$ cat src/rtl/rotating_square_sseg_param.sv
// rotating_square_sseg_param
//
// Rotating-square animator for an N-digit multiplexed seven-segment display.
// A single square runs left to right across the upper half of the digits and
// then right to left across the lower half. This forms a closed loop of
// 2*NUM_DIGITS positions. A prescaler sets the animation speed. A single-step
// input advances one position on demand, independent of the prescaler.
//
// Optional feature: define ROTSQ_BRIGHTNESS_EN to add the i_bright port. This
// adds a 4-bit PWM counter that blanks o_ldsel whenever pwm_cnt >= i_bright.
//
// Parameters:
//   NUM_DIGITS  number of display digits (2..8)
//   STEP_DIV    clock cycles per animation step (>= 1)
//
// Ports:
//   i_clk     system clock
//   i_rst     asynchronous active-high reset
//   i_en      1 = prescaler runs and auto-advances the animation
//   i_cw      1 = increment position, 0 = decrement position
//   i_step    advance one position per cycle held high (no edge detect)
//   i_bright  (ROTSQ_BRIGHTNESS_EN only) 4-bit brightness, 0 = blank
//   o_sseg_n  active-low segments {dp,g,f,e,d,c,b,a}
//   o_ldsel   one-hot active-high digit select, MSB = leftmost digit
//   o_wrap    one-cycle pulse after the position wraps in either direction

module rotating_square_sseg_param #(
    parameter int NUM_DIGITS = 4,
    parameter int STEP_DIV   = 50000000
) (
    input  logic                  i_clk,
    input  logic                  i_rst,
    input  logic                  i_en,
    input  logic                  i_cw,
    input  logic                  i_step,
`ifdef ROTSQ_BRIGHTNESS_EN
    input  logic [3:0]            i_bright,
`endif
    output logic [7:0]            o_sseg_n,
    output logic [NUM_DIGITS-1:0] o_ldsel,
    output logic                  o_wrap
);

    localparam int PW   = (STEP_DIV > 1) ? $clog2(STEP_DIV) : 1;
    localparam int POSW = $clog2(2 * NUM_DIGITS);

    localparam logic [PW-1:0]   PS_LAST = PW'(STEP_DIV - 1);
    localparam logic [POSW-1:0] P_LAST  = POSW'(2 * NUM_DIGITS - 1);

    localparam logic [7:0] SEG_UPPER = 8'b10011100;
    localparam logic [7:0] SEG_LOWER = 8'b10100011;

    logic [PW-1:0]         ps_q, ps_d;
    logic [POSW-1:0]       p_q, p_d;
    logic                  wrap_q, wrap_d;
    logic                  tick;
    logic                  adv;
    logic                  upper;
    logic [NUM_DIGITS-1:0] ldsel_dec;

    // Prescaler. With STEP_DIV=1 the terminal count is 0, so tick fires
    // every enabled cycle and the counter stays at 0.
    assign tick = i_en && (ps_q == PS_LAST);

    always_comb begin
        ps_d = ps_q;
        if (i_en) begin
            ps_d = tick ? '0 : ps_q + 1'b1;
        end
    end

    // A tick and a step in the same cycle merge into a single advance.
    assign adv = tick | i_step;

    always_comb begin
        p_d    = p_q;
        wrap_d = 1'b0;
        if (adv) begin
            if (i_cw) begin
                if (p_q == P_LAST) begin
                    p_d    = '0;
                    wrap_d = 1'b1;
                end else begin
                    p_d = p_q + 1'b1;
                end
            end else begin
                if (p_q == '0) begin
                    p_d    = P_LAST;
                    wrap_d = 1'b1;
                end else begin
                    p_d = p_q - 1'b1;
                end
            end
        end
    end

    always_ff @(posedge i_clk or posedge i_rst) begin
        if (i_rst) begin
            ps_q   <= '0;
            p_q    <= '0;
            wrap_q <= 1'b0;
        end else begin
            ps_q   <= ps_d;
            p_q    <= p_d;
            wrap_q <= wrap_d;
        end
    end

    // Decode. Upper half: digit bit N-1-p, so the square moves left to right.
    // Lower half: digit bit p-N, so the square moves right to left.
    assign upper = (int'(p_q) < NUM_DIGITS);

    always_comb begin
        ldsel_dec = '0;
        for (int i = 0; i < NUM_DIGITS; i++) begin
            if (upper) begin
                ldsel_dec[i] = (int'(p_q) == NUM_DIGITS - 1 - i);
            end else begin
                ldsel_dec[i] = (int'(p_q) == NUM_DIGITS + i);
            end
        end
    end

    assign o_sseg_n = upper ? SEG_UPPER : SEG_LOWER;
    assign o_wrap   = wrap_q;

`ifdef ROTSQ_BRIGHTNESS_EN
    logic [3:0] pwm_q, pwm_d;

    assign pwm_d = pwm_q + 4'd1;

    always_ff @(posedge i_clk or posedge i_rst) begin
        if (i_rst) begin
            pwm_q <= 4'd0;
        end else begin
            pwm_q <= pwm_d;
        end
    end

    // Digits are lit only while the free-running counter is below i_bright.
    assign o_ldsel = (pwm_q < i_bright) ? ldsel_dec : '0;
`else
    assign o_ldsel = ldsel_dec;
`endif

endmodule

$ cat config.mk
export PLATFORM = sky130hd
export DESIGN_NAME = rotating_square_sseg_param
export DESIGN_NICKNAME = d
export VERILOG_FILES = /design/src/rtl/rotating_square_sseg_param.sv
export SDC_FILE = /design/constraint.sdc
export NUM_CORES = 1
export LEC_CHECK = 0
export CAP_MARGIN = 30
export CORE_MARGIN = 1
export CORE_UTILIZATION = 55
export DETAILED_ROUTE_END_ITERATION = 10
export PLACE_DENSITY = 0.78
export SLEW_MARGIN = 15
export SYNTH_ARGS = -nofsm -noshare
export SYNTH_HDL_FRONTEND = slang
export SYNTH_SLANG_ARGS = --single-unit
$ cat constraint.sdc
create_clock -name i_clk -period 4.5 [get_ports i_clk]
set_clock_uncertainty 0.2 [all_clocks]
set_input_delay 0.9 -clock i_clk [delete_from_list [all_inputs] [get_ports i_clk]]
set_output_delay 0.9 -clock i_clk [all_outputs]
set_load 0.03 [all_outputs]
* After elaboration in Yosys (flattened, before gate mapping) *
Index checks and enable logic that the tools add are counted.

word-level totals
  bits in latches = 0
  RAM bits = 0
  bits in registers = 30
  bits of input ports = 5
  output and inout bits = 13
  bits in read-only memories = 0
  memories = 0
  logic and storage cells = 33

operators by class
  divide/modulo/power cells = 0
  multiplexer cells = 13
  add/subtract/negate cells = 3
  eq/ne operators = 9
  $mul = 0
  shifts and indexed selects = 0
  bitwise logic cells = 1
  order comparisons = 1
  reduce and logical (&&, ||, !) cells = 3

operator list
  operator               number
  $add 26x1->26 const B  1
  $eq 26x26->1 const B   1
  $mux 26                1
  $eq 3x3->1 const B     5
  $mux 3                 3
  $mux 1                 8
  $eq 3x2->1 const B     2
  $logic_not 3->1        2
  $mux 6                 1
  $add 3x1->3 const B    1
  $eq 3x1->1 const B     1
  $lt 3x3->1 const B     1
  $sub 3x1->3 const B    1
  $logic_and 1x1->1      1
  $or 1x1->1             1

* Depth between registers and ports, before layout *
Gate-level depths: netlist of the first run.

  depth in word-level cells = 4
  depth in mapped cells = 7
  mapped depth without buffers = 6

* Worst setup path after synthesis of the first run *
No wires, ideal clock.

  path kind = register -> output
  start point = reg p_q[2]
  end point = out o_ldsel[2]
  stages on the path, launching flop included = 5
  required time = 3400 ps
  buffers on the path = 1
  setup slack = 1945 ps
  data arrival time = 1455 ps
  cells stage by stage = dfrtp_1 > clkbuf_1 > inv_1 > nand2_1 > o22ai_1

on the way
  longest elaborated chain between the ends = 2
  elaborated cells between the ends (all ways) = 4
  those cells by class = order compare: 1; eq/ne: 2; mux: 1

RTL lines
  what                                      line  source
  from (decl)                               54    logic [POSW-1:0] p_q, p_d;
  from (signal assigned)                    104   p_q <= p_d;
  $lt 3x3->1, or another cell as far along  111   assign upper = (int'(p_q) < NUM_DIGITS);
  $mux 1 *                                  116   if (upper) begin
  to (decl)                                 40    output logic [NUM_DIGITS-1:0] o_ldsel,

Mark *: on every way between the ends. The rest lies on a longest branch, timed or not.

* Worst setup path in the final report of the first run *
  start point = reg p_q[0]
  end point = out o_ldsel[3]

on the way
  longest elaborated chain between the ends = 2
  elaborated cells between the ends (all ways) = 4
  those cells by class = order compare: 1; eq/ne: 1; mux: 1; reduce/logical: 1

RTL lines
  what                                      line
  $lt 3x3->1, or another cell as far along  111
  $mux 1 *                                  116

Marks and branches as above.

==> results of run 1 <==
==> cell usage in the layout, fill, tap and decap left out, drive strengths merged, types with 2 or more instances in the layout <==
| cell | count |
|---|---|
| and3 | 2 |
| nor3 | 4 |
| ha | 5 |
| xor2 | 4 |
| nand2b | 4 |
| or4 | 5 |
| nand3 | 7 |
| nor4 | 3 |
| buf | 2 |
| xnor2 | 11 |
| nand2 | 19 |
| o22ai | 2 |
| clkbuf | 7 |
| clkdlybuf4s50 | 15 |
| inv | 8 |
| and4 | 4 |
| or3 | 6 |
| o21ai | 9 |
| o31ai | 3 |
| nand4 | 11 |
| dfrtp | 30 |
| conb | 2 |
| nor2 | 11 |
| a21oi | 11 |
| mux2i | 3 |
==> sequential cells by signal (all words and copies together) (netlist names) <==
name and count:
o_wrap 1, p_q 3, ps_q 26
==> cell usage after synthesis (5+ instances only) <==
cell,count
or3_1,6
nor2_1,11
xnor2_1,11
a21oi_1,11
dfrtp_1,30
inv_1,8
nand4_1,10
nand3_1,7
o21ai_0,9
ha_1,5
nand2_1,19
buf_4,7
==> kinds of logic (layout without fill, tap and decap cells) <==
kind of cell             Yosys count  count (layout)  share of synthesized area (%)
adder cells (fa/ha/maj)            5               5                           3.66
AO/OA/AOI/OAI                     29              29                           9.74
flip-flops                        30              30                           44.0
AND/OR/NAND/NOR                   79              79                           25.9
XOR/XNOR                          15              15                           7.69
other                              2               2                          0.440
multiplexers                       4               4                           2.42
buffers and inverters             19              33                           6.15
==> power by group <==
| group | internal [mW] | switching, mW |
|---|---|---|
| clock network | 0.0757 | 0.0968 |
| registers | 0.308 | 0.0596 |
| logic | 0.167 | 0.229 |
| total | 0.550 | 0.386 |
==> layer usage <==
metal  vias up  track usage [%]  wire [um]
met1       627             31.9       1610
li1        679                -          -
met3        11             5.13         89
met5         -                0          0
met4         0             10.2         78
met2        26             32.9       1440
==> final cells by class <==
| cell class | count | area (um^2) | share of cell area [%] |
|---|---|---|---|
| multi-input cells | 134 | 852 | 44.5 |
| well taps | 31 | 38.8 | 2.02 |
| repair buffers | 17 | 185 | 9.66 |
| flip-flops and latches | 30 | 751 | 39.2 |
| inverters | 8 | 30.0 | 1.57 |
| clock buffers | 7 | 55.1 | 2.87 |
| clock inverters | 1 | 5.00 | 0.261 |
==> worst paths after layout <==
check	start	endpoint	slack (ns)	cells past startpoint
worst max-delay path	p_q[0]	o_ldsel[3]	1.40	5
worst max register to register	ps_q[3]	ps_q[25]	2.28	4
worst min-delay path	ps_q[18]	ps_q[18]	0.30	1
max in group asynchronous	i_rst	ps_q[0]	2.90	3
worst min register to register	ps_q[18]	ps_q[18]	0.30	1
min in group asynchronous	i_rst	ps_q[21]	0.71	2
==> per-stage QoR <==
| stage | total power, mW | hold WS, ns | cells | area, um^2 |
|---|---|---|---|---|
| 4_1_cts | 0.942 | 0.298 | 228 | 1920 |
| 2_1_floorplan | 0.658 | 0.245 | 183 | 1710 |
| 5_1_grt | 0.997 | 0.321 | 228 | 1920 |
| 3_5_place_dp | 0.768 | 0.282 | 220 | 1860 |
| 6_report | 0.936 | 0.297 | 228 | 1920 |
| 3_3_place_gp | 0.754 | 0.282 | 219 | 1830 |
==> metrics.txt, run 1 <==
Max Slew Vio Count=0; Global Route Usage Sum=22.5%; transition time of the tightest slew-check pin=0.555 ns; cells along the critical path=inv_1 > ha_1 > nand2b_1 > nand2_1 > clkdlybuf4s50_1; primary flip-flop cell chosen by synthesis mapping=dfrtp_1; class of the most critical hold timing path=flip-flop to flip-flop; total DRC errors in the routed layout=3; buffers and inverters on the worst path=2; H-Tree Level Count=2; Max VDD drop=0.367 mV; worst-case headroom to the max-slew limit=62.9%; Fin Setup TNS=0 ns; I/O pin cnt=18; CTS hold repair buffers=0; post-detailed-route via-to-cell ratio=5.89; starting density of the core=59.9%; instance count of the mapped netlist=183; share of the core filled with cells in the final layout=67.2%; Synth Register Bits=30; required time of the worst setup path=3.40 ns; number of nets still failing antenna checks after routing=0; result of the run=complete, but fails checks; antenna violations before repair=0; final setup slack of the worst path=1.40 ns; count of antenna diodes in the layout=0; leakage=0.821 nW; Top delay family on crit path=buffers and inverters; post-synth cell types=35; top cell type's share of synthesized area=44.0%; most area-hungry cell type in the Yosys netlist=dfrtp_1; number of port buffers=15; hold violation count in the final report=0; CTS clock-pin slew for the worst setup and hold paths=0.11 ns; maximum number of pins on one net before global-route repair=20; Critical Setup Path Class=flip-flop to primary output; pwr dens=488 nW/um^2; die span in y=57.7 um; First DRT Iteration DRCs=38; crit path capture type=primary output; clock buffer count from CTS=5; fraction of layout cells with a size suffix above 1=6.60%; leading post-synthesis cells by cell area=dfrtp_1 44%, xnor2_1 5.6%, nand2_1 4.2%, ha_1 3.7%, nand4_1 3.7%; setup repair after global routing missed its margin=no; slowest stage delay, CP=0.67 ns; via count of the first global-routing pass=1262; die area=3330 um^2; asr flop ratio synth=100%; nets=206; crit-path max FO=6; Max Buffers Root-to-Sink=2; post-cts repair resize count=0; worst slack at placement=1.24 ns; site row count=19; via count of the routed design=1343; f_max=322 MHz; Max-Cap Viols=0; final estimated routing congestion in global placement=0.858; Die X-Extent=57.7 um; total number of clock tree sinks=30; clock tree from TritonCTS=built; Worst EP arrival=2.00 ns; half-perimeter wire length after detailed placement=2280 um; kind of start point of the critical path=flip-flop; worst skew pair latency=0.34 ns; master cell of the clock root buffer=clkbuf_4; total of warnings raised by yosys=0; WL final=3220 um; global-route wire length before repair=5640 um; layout-stage area growth over the synthesis result=12.2%; violations in the final reports=DRC; Netlist Area Pre-Place=1710 um^2; routed length per placed instance=14.1 um; average size of a mapped cell=9.33 um^2; sequential cell area fraction in the yosys report=44.0%; CORE AREA=2850 um^2; Setup-failing EPs final=0; Net Count, Synth=193; number of detailed-routing iterations run before antenna repair=8; number of flops mapped to enable cells by yosys=0; portion of the clock cycle consumed by the worst path in the final layout=69.0%; layout filler cell count=244; Slowest-stage cell, CP=clkdlybuf4s50_1; Tmin final=3.10 ns; Post-CTS Setup Repair Bufs=0; Congestion Overflow GR=0
Power figures use the tool's default switching activity.
==> inputs of run 2 (changes only) <==
--- a/config.mk
+++ b/config.mk
@@ -7,9 +7,9 @@
 export LEC_CHECK = 0
 export CAP_MARGIN = 30
 export CORE_MARGIN = 1
-export CORE_UTILIZATION = 55
+export CORE_UTILIZATION = 50
 export DETAILED_ROUTE_END_ITERATION = 10
-export PLACE_DENSITY = 0.78
+export PLACE_DENSITY = 0.75
 export SLEW_MARGIN = 15
 export SYNTH_ARGS = -nofsm -noshare
 export SYNTH_HDL_FRONTEND = slang
==> constraint.sdc (replaced) <==
create_clock -name i_clk -period 2.65 [get_ports i_clk]
set_clock_uncertainty 0.2 [all_clocks]
set_input_delay 0.53 -clock i_clk [delete_from_list [all_inputs] [get_ports i_clk]]
set_output_delay 0.53 -clock i_clk [all_outputs]
set_load 0.03 [all_outputs]
==> run 2 against run 1 <==
Against the previous run: the run now ends clean; clock-buffer cell count fell by 1; critical path depth decreased by 1; power rose by 78%; non-clock buffer count up 5; sequential power increased by 71%; sequential cell count unchanged; utilization fell by 4.1 points; critical endpoint is now o_ldsel[0]; highest routed layer unchanged.
==> metrics.txt, run 2 (synthesized netlist as in run 1, its figures left out) <==
setup repair after global routing missed its margin=no; Congestion Overflow GR=0 (unchanged); crit-path max FO=6 (unchanged); Fin Setup TNS=0 ns (unchanged); CTS clock-pin slew for the worst setup and hold paths=0.10 ns (about the same); Largest Register=ps_q; layout filler cell count=281 (+15%); hold violation count in the final report=0 (unchanged); required time of the worst setup path=1.92 ns (-1.48 ns); Final Cell Area=1990 um^2 (+3.7%); total number of clock tree sinks=30 (unchanged); Global Route Usage Sum=22.3% (-0.15 points); starting density of the core=54.2% (-5.7 points); Post-Layout Cell Count=245 (+7.5%); Die X-Extent=60.4 um (+4.7%); final estimated routing congestion in global placement=0.836 (-2.5%); most frequent cells in the layout=29 x dfrtp_1, 19 x nand2_1; count of antenna diodes in the layout=0 (unchanged); class of the most critical hold timing path=flip-flop to flip-flop; number of port buffers=15 (unchanged); number of nets still failing antenna checks after routing=0 (unchanged); antenna violations before repair=0 (unchanged); leakage=0.883 nW (+7.6%); CTS hold repair buffers=0 (unchanged); kind of start point of the critical path=flip-flop; worst skew pair latency=0.33 ns (about the same); transition time of the tightest slew-check pin=0.584 ns (+0.0289 ns); First DRT Iteration DRCs=106 (+180%); clock buffer count from CTS=5 (unchanged); layout-stage area growth over the synthesis result=16.4%; most common library cell in the layout ignoring fill and taps=dfrtp_1; clock tree from TritonCTS=built; die span in y=60.4 um (+4.7%); Max-Cap Viols=0 (unchanged); via count of the routed design=1395 (+3.9%); crit path capture type=primary output; Max Buffers Root-to-Sink=2 (unchanged); master cell of the clock root buffer=clkbuf_4; maximum number of pins on one net before global-route repair=18 (-10%); Max Slew Vio Count=0 (unchanged); via count of the first global-routing pass=1279 (+1.3%); Worst EP arrival=1.74 ns (-0.26 ns); routed length per placed instance=14.3 um (+1.4%); total placed cells including tap cells=238 (+8.2%); worst-case headroom to the max-slew limit=61.0% (-1.9 points); number of detailed-routing iterations run before antenna repair=4 (-4); fraction of layout cells with a size suffix above 1=9.45% (+2.9 points); total DRC errors in the routed layout=0 (-3); CORE AREA=3150 um^2 (+11%); f_max=404 MHz; post-detailed-route via-to-cell ratio=5.69 (-3.3%); result of the run=finished, final reports clean; WL final=3510 um (+9.0%); site row count=20 (+1); DP Area=1900 um^2 (+2.5%); Tmin final=2.47 ns; H-Tree Level Count=2 (unchanged); Critical Setup Path Class=flip-flop to primary output; die area=3650 um^2 (+9.6%); global-route wire length before repair=5950 um (+5.5%); half-perimeter wire length after detailed placement=2640 um (+16%); Largest register FFs=26 (unchanged); portion of the clock cycle consumed by the worst path in the final layout=93.3%; pwr dens=837 nW/um^2 (+71%); nets=211 (+2.4%); Max VDD drop=0.439 mV (+20%); Setup-failing EPs final=0 (unchanged); I/O pin cnt=18 (unchanged)
-- run 2: cell count changes in the layout (fill, tap and decap cells not counted), sizes merged --
cell,delta
clkbuf,-1
buf,+5
clkdlybuf4s50,-4
clkinv,-1
dlymetal6s2s,+2
dlygate4sd2,+2
bufinv,+1
-- run 2: final cells by class --
class | count | area (um^2) | area share [%]
sequential | 30 | 752 | 37.8
multi-input combinational | 134 | 852 | 42.9
clock inverter | 1 | 30.0 | 1.51
timing repair buffer | 22 | 218 | 11.0
clock buffer | 6 | 51.3 | 2.58
tap | 44 | 55.1 | 2.77
inverter | 8 | 30.0 | 1.51
-- run 2: worst paths after layout --
check                      startpoint          to  slack [ns]  depth (start not counted)
max                            p_q[0]  o_ldsel[0]        0.18                          4
max in group asynchronous       i_rst    ps_q[14]        1.39                          3
min reg2reg                  ps_q[11]    ps_q[11]        0.31                          1
max reg2reg                   ps_q[3]    ps_q[19]        0.42                          5
min in group asynchronous       i_rst      o_wrap        0.36                          2
min                          ps_q[11]    ps_q[11]        0.31                          1
-- run 2: metrics by stage --
step / util (%) / power [mW] / worst slack, ns / hold WS (ns)
finish: 63.1 / 1.66 / 0.178 / 0.312
global route: 63.1 / 1.77 / 0.0878 / 0.321
floorplan: - / 1.12 / 0.465 / 0.245
detailed placement: 60.4 / 1.31 / -0.0531 / 0.293
CTS: 62.9 / 1.68 / 0.0220 / 0.307
global placement: 60.4 / 1.29 / 0.0173 / 0.270
-- run 2: power by group --
group / leakage [nW] / switching [mW] / total, mW / internal (mW)
combinational: 0.442 / 0.396 / 0.663 / 0.267
clock: 0.0443 / 0.154 / 0.373 / 0.220
sequential: 0.396 / 0.104 / 0.629 / 0.524
-- run 2: layer usage --
metal / routed length, um / vias up / GRT usage, %
met3: 190 / 9 / 5.12
met2: 1650 / 45 / 34.4
li1: - / 681 / -
met4: 62 / 0 / 7.47
met5: 0 / - / 0
met1: 1610 / 660 / 31.2
-- run 2: worst max-delay path, cell delays in order, from the launching register on --
cell,delay (ns)
dfrtp_1,0.42
inv_1,0.14
ha_1,0.24
mux2_2,0.26
dlygate4sd2_1,0.35
-- run 2: timing repair --
action                     CTS  global route
gates cloned                 0             0
setup buffers                0             0
gates resized for setup      3             2
pin swaps                    0             0
setup endpoints to repair    3             2
hold endpoints to repair     0             0
==> inputs of run 3 (changes only) <==
--- a/config.mk
+++ b/config.mk
@@ -7,9 +7,9 @@
 export LEC_CHECK = 0
 export CAP_MARGIN = 30
 export CORE_MARGIN = 1
-export CORE_UTILIZATION = 50
+export CORE_UTILIZATION = 55
 export DETAILED_ROUTE_END_ITERATION = 10
-export PLACE_DENSITY = 0.75
+export PLACE_DENSITY = 0.78
 export SLEW_MARGIN = 15
 export SYNTH_ARGS = -nofsm -noshare
 export SYNTH_HDL_FRONTEND = slang
==> constraint.sdc (replaced) <==
create_clock -name i_clk -period 3.1 [get_ports i_clk]
set_clock_uncertainty 0.2 [all_clocks]
set_input_delay 0.62 -clock i_clk [delete_from_list [all_inputs] [get_ports i_clk]]
set_output_delay 0.62 -clock i_clk [all_outputs]
set_load 0.03 [all_outputs]
==> run 3 against run 2 <==
Against the previous run: the run now ends with DRC left; critical path depth grew 1; cell count shrank 6.1%; clock-buffer cell count is the same; sequential power shrank 15%; clock power grew 13%; global-route usage grew 1.7 points; worst hold slack lost 0.0081 ns; non-clock buffer count shrank 3; utilization grew 5.8 points; sequential cell count is the same; critical path type unchanged; largest cell class unchanged; highest routed layer unchanged.
==> metrics.txt, run 3 (synthesized netlist as in run 1, its figures left out) <==
First DRT Iteration DRCs=55 (-48%); count of antenna diodes in the layout=0 (unchanged); Largest register FFs=26 (unchanged); worst skew pair latency=0.35 ns (+0.02 ns); Max-Cap Viols=0 (unchanged); violations in the final reports=DRC; nets=208 (-1.4%); antenna violations before repair=0 (unchanged); Fin Setup TNS=0 ns (unchanged); site row count=19 (-5.0%); Max Slew Vio Count=0 (unchanged); worst hold slack across all endpoints=0.304 ns (-0.00808 ns); fraction of layout cells with a size suffix above 1=8.04% (-1.4 points); Tmin final=2.84 ns; number of nets still failing antenna checks after routing=0 (unchanged); transition time of the tightest slew-check pin=0.552 ns (-0.0326 ns); WL final=3560 um (+1.3%); Setup-failing EPs final=0 (unchanged); pwr dens=783 nW/um^2 (-6.4%); Die X-Extent=57.7 um (-4.5%); Post-Layout Cell Count=230 (-6.1%); kind of start point of the critical path=flip-flop; H-Tree Level Count=2 (unchanged); CTS clock-pin slew for the worst setup and hold paths=0.11 ns (about the same); number of detailed-routing iterations run before antenna repair=8 (+4); layout-stage area growth over the synthesis result=14.9%; via count of the routed design=1436 (+2.9%); Max Buffers Root-to-Sink=2 (unchanged); Congestion Overflow GR=0 (unchanged); Largest Register=ps_q; setup repair after global routing missed its margin=no; f_max=353 MHz; worst-case headroom to the max-slew limit=63.1% (+2.1 points); slowest stage delay, CP=0.67 ns (+0.25 ns); class of the most critical hold timing path=flip-flop to flip-flop; most common library cell in the layout ignoring fill and taps=dfrtp_1; worst slack at placement=0.275 ns (+0.328 ns); total DRC errors in the routed layout=3 (+3); required time of the worst setup path=2.28 ns (+0.36 ns); Post-CTS Setup Repair Bufs=0 (unchanged); layout filler cell count=244 (-13%); maximum number of pins on one net before global-route repair=31 (+13); total placed cells including tap cells=222 (-6.7%); crit-path max FO=6 (unchanged); cells along the critical path=inv_1 > ha_1 > nand2b_1 > nand2_1 > clkdlybuf4s50_1; starting density of the core=59.9% (+5.7 points); die span in y=57.7 um (-4.5%); Worst EP arrival=2.02 ns (+0.28 ns); leakage=0.846 nW (-4.2%); result of the run=complete, but fails checks; Global Route Usage Sum=24.0% (+1.7 points); crit path capture type=primary output; total number of clock tree sinks=30 (unchanged); portion of the clock cycle consumed by the worst path in the final layout=91.5%; via count of the first global-routing pass=1376 (+7.6%); overall power consumption=1.54 mW (-7.6%); final setup slack of the worst path=0.264 ns (+0.0863 ns); hold violation count in the final report=0 (unchanged); clock buffer count from CTS=5 (unchanged); buffers and inverters on the worst path=2 (unchanged); CTS hold repair buffers=0 (unchanged); die area=3330 um^2 (-8.8%); Hold Path Depth=1 (unchanged); CORE AREA=2850 um^2 (-9.5%); Top delay family on crit path=buffers and inverters; clock tree from TritonCTS=built; R2R depth=4 (-1); final estimated routing congestion in global placement=0.864 (+3.3%); Slowest-stage cell, CP=clkdlybuf4s50_1; post-detailed-route via-to-cell ratio=6.24 (+9.7%); number of port buffers=15 (unchanged); master cell of the clock root buffer=clkbuf_4; Max VDD drop=0.524 mV (+19%); Critical Setup Path Class=flip-flop to primary output; I/O pin cnt=18 (unchanged); half-perimeter wire length after detailed placement=2520 um (-4.5%); most frequent cells in the layout=30 x dfrtp_1, 19 x nand2_1, 15 x clkdlybuf4s50_1; global-route wire length before repair=6040 um (+1.4%); Crit path depth=5 (+1); post-cts repair resize count=0 (-3); routed length per placed instance=15.5 um (+7.9%)
## run 3: routing by layer
layer | vias up | global-route usage [%] | wire length, um
li1 | 675 | - | -
met1 | 714 | 30.1 | 1540
met2 | 39 | 39.0 | 1800
met3 | 8 | 5.13 | 152
met4 | 0 | 12.9 | 74
met5 | - | 0 | 0
## run 3: power by group
group / internal (mW) / switching, mW / total (mW)
clock network: 0.273 / 0.149 / 0.423
logic: 0.243 / 0.338 / 0.581
registers: 0.446 / 0.0879 / 0.534
## run 3: path summary, 6_finish.rpt
path / from / endpoint / slack, ns
max in group asynchronous: i_rst / ps_q[2] / 1.97
worst min-delay path: ps_q[18] / ps_q[18] / 0.30
worst max-delay path: p_q[0] / o_ldsel[3] / 0.26
worst min register to register: ps_q[18] / ps_q[18] / 0.30
min in group asynchronous: i_rst / o_wrap / 0.44
worst max register to register: ps_q[3] / ps_q[25] / 0.86
## run 3: layout make-up
class                      instances  area (um^2)  area share (%)
timing repair buffer              19          180            9.18
sequential                        30          751            38.2
inverter                           8         30.0            1.53
clock inverter                     2         60.1            3.06
multi-input combinational        134          852            43.4
clock buffer                       6         51.3            2.61
tap                               31         38.8            1.98
## run 3: per-stage QoR
step	area (um^2)	util, %
2_1_floorplan	1710	-
3_3_place_gp	1850	64.9
3_5_place_dp	1850	64.9
4_1_cts	1960	68.8
5_1_grt	1960	68.8
6_report	1960	68.8
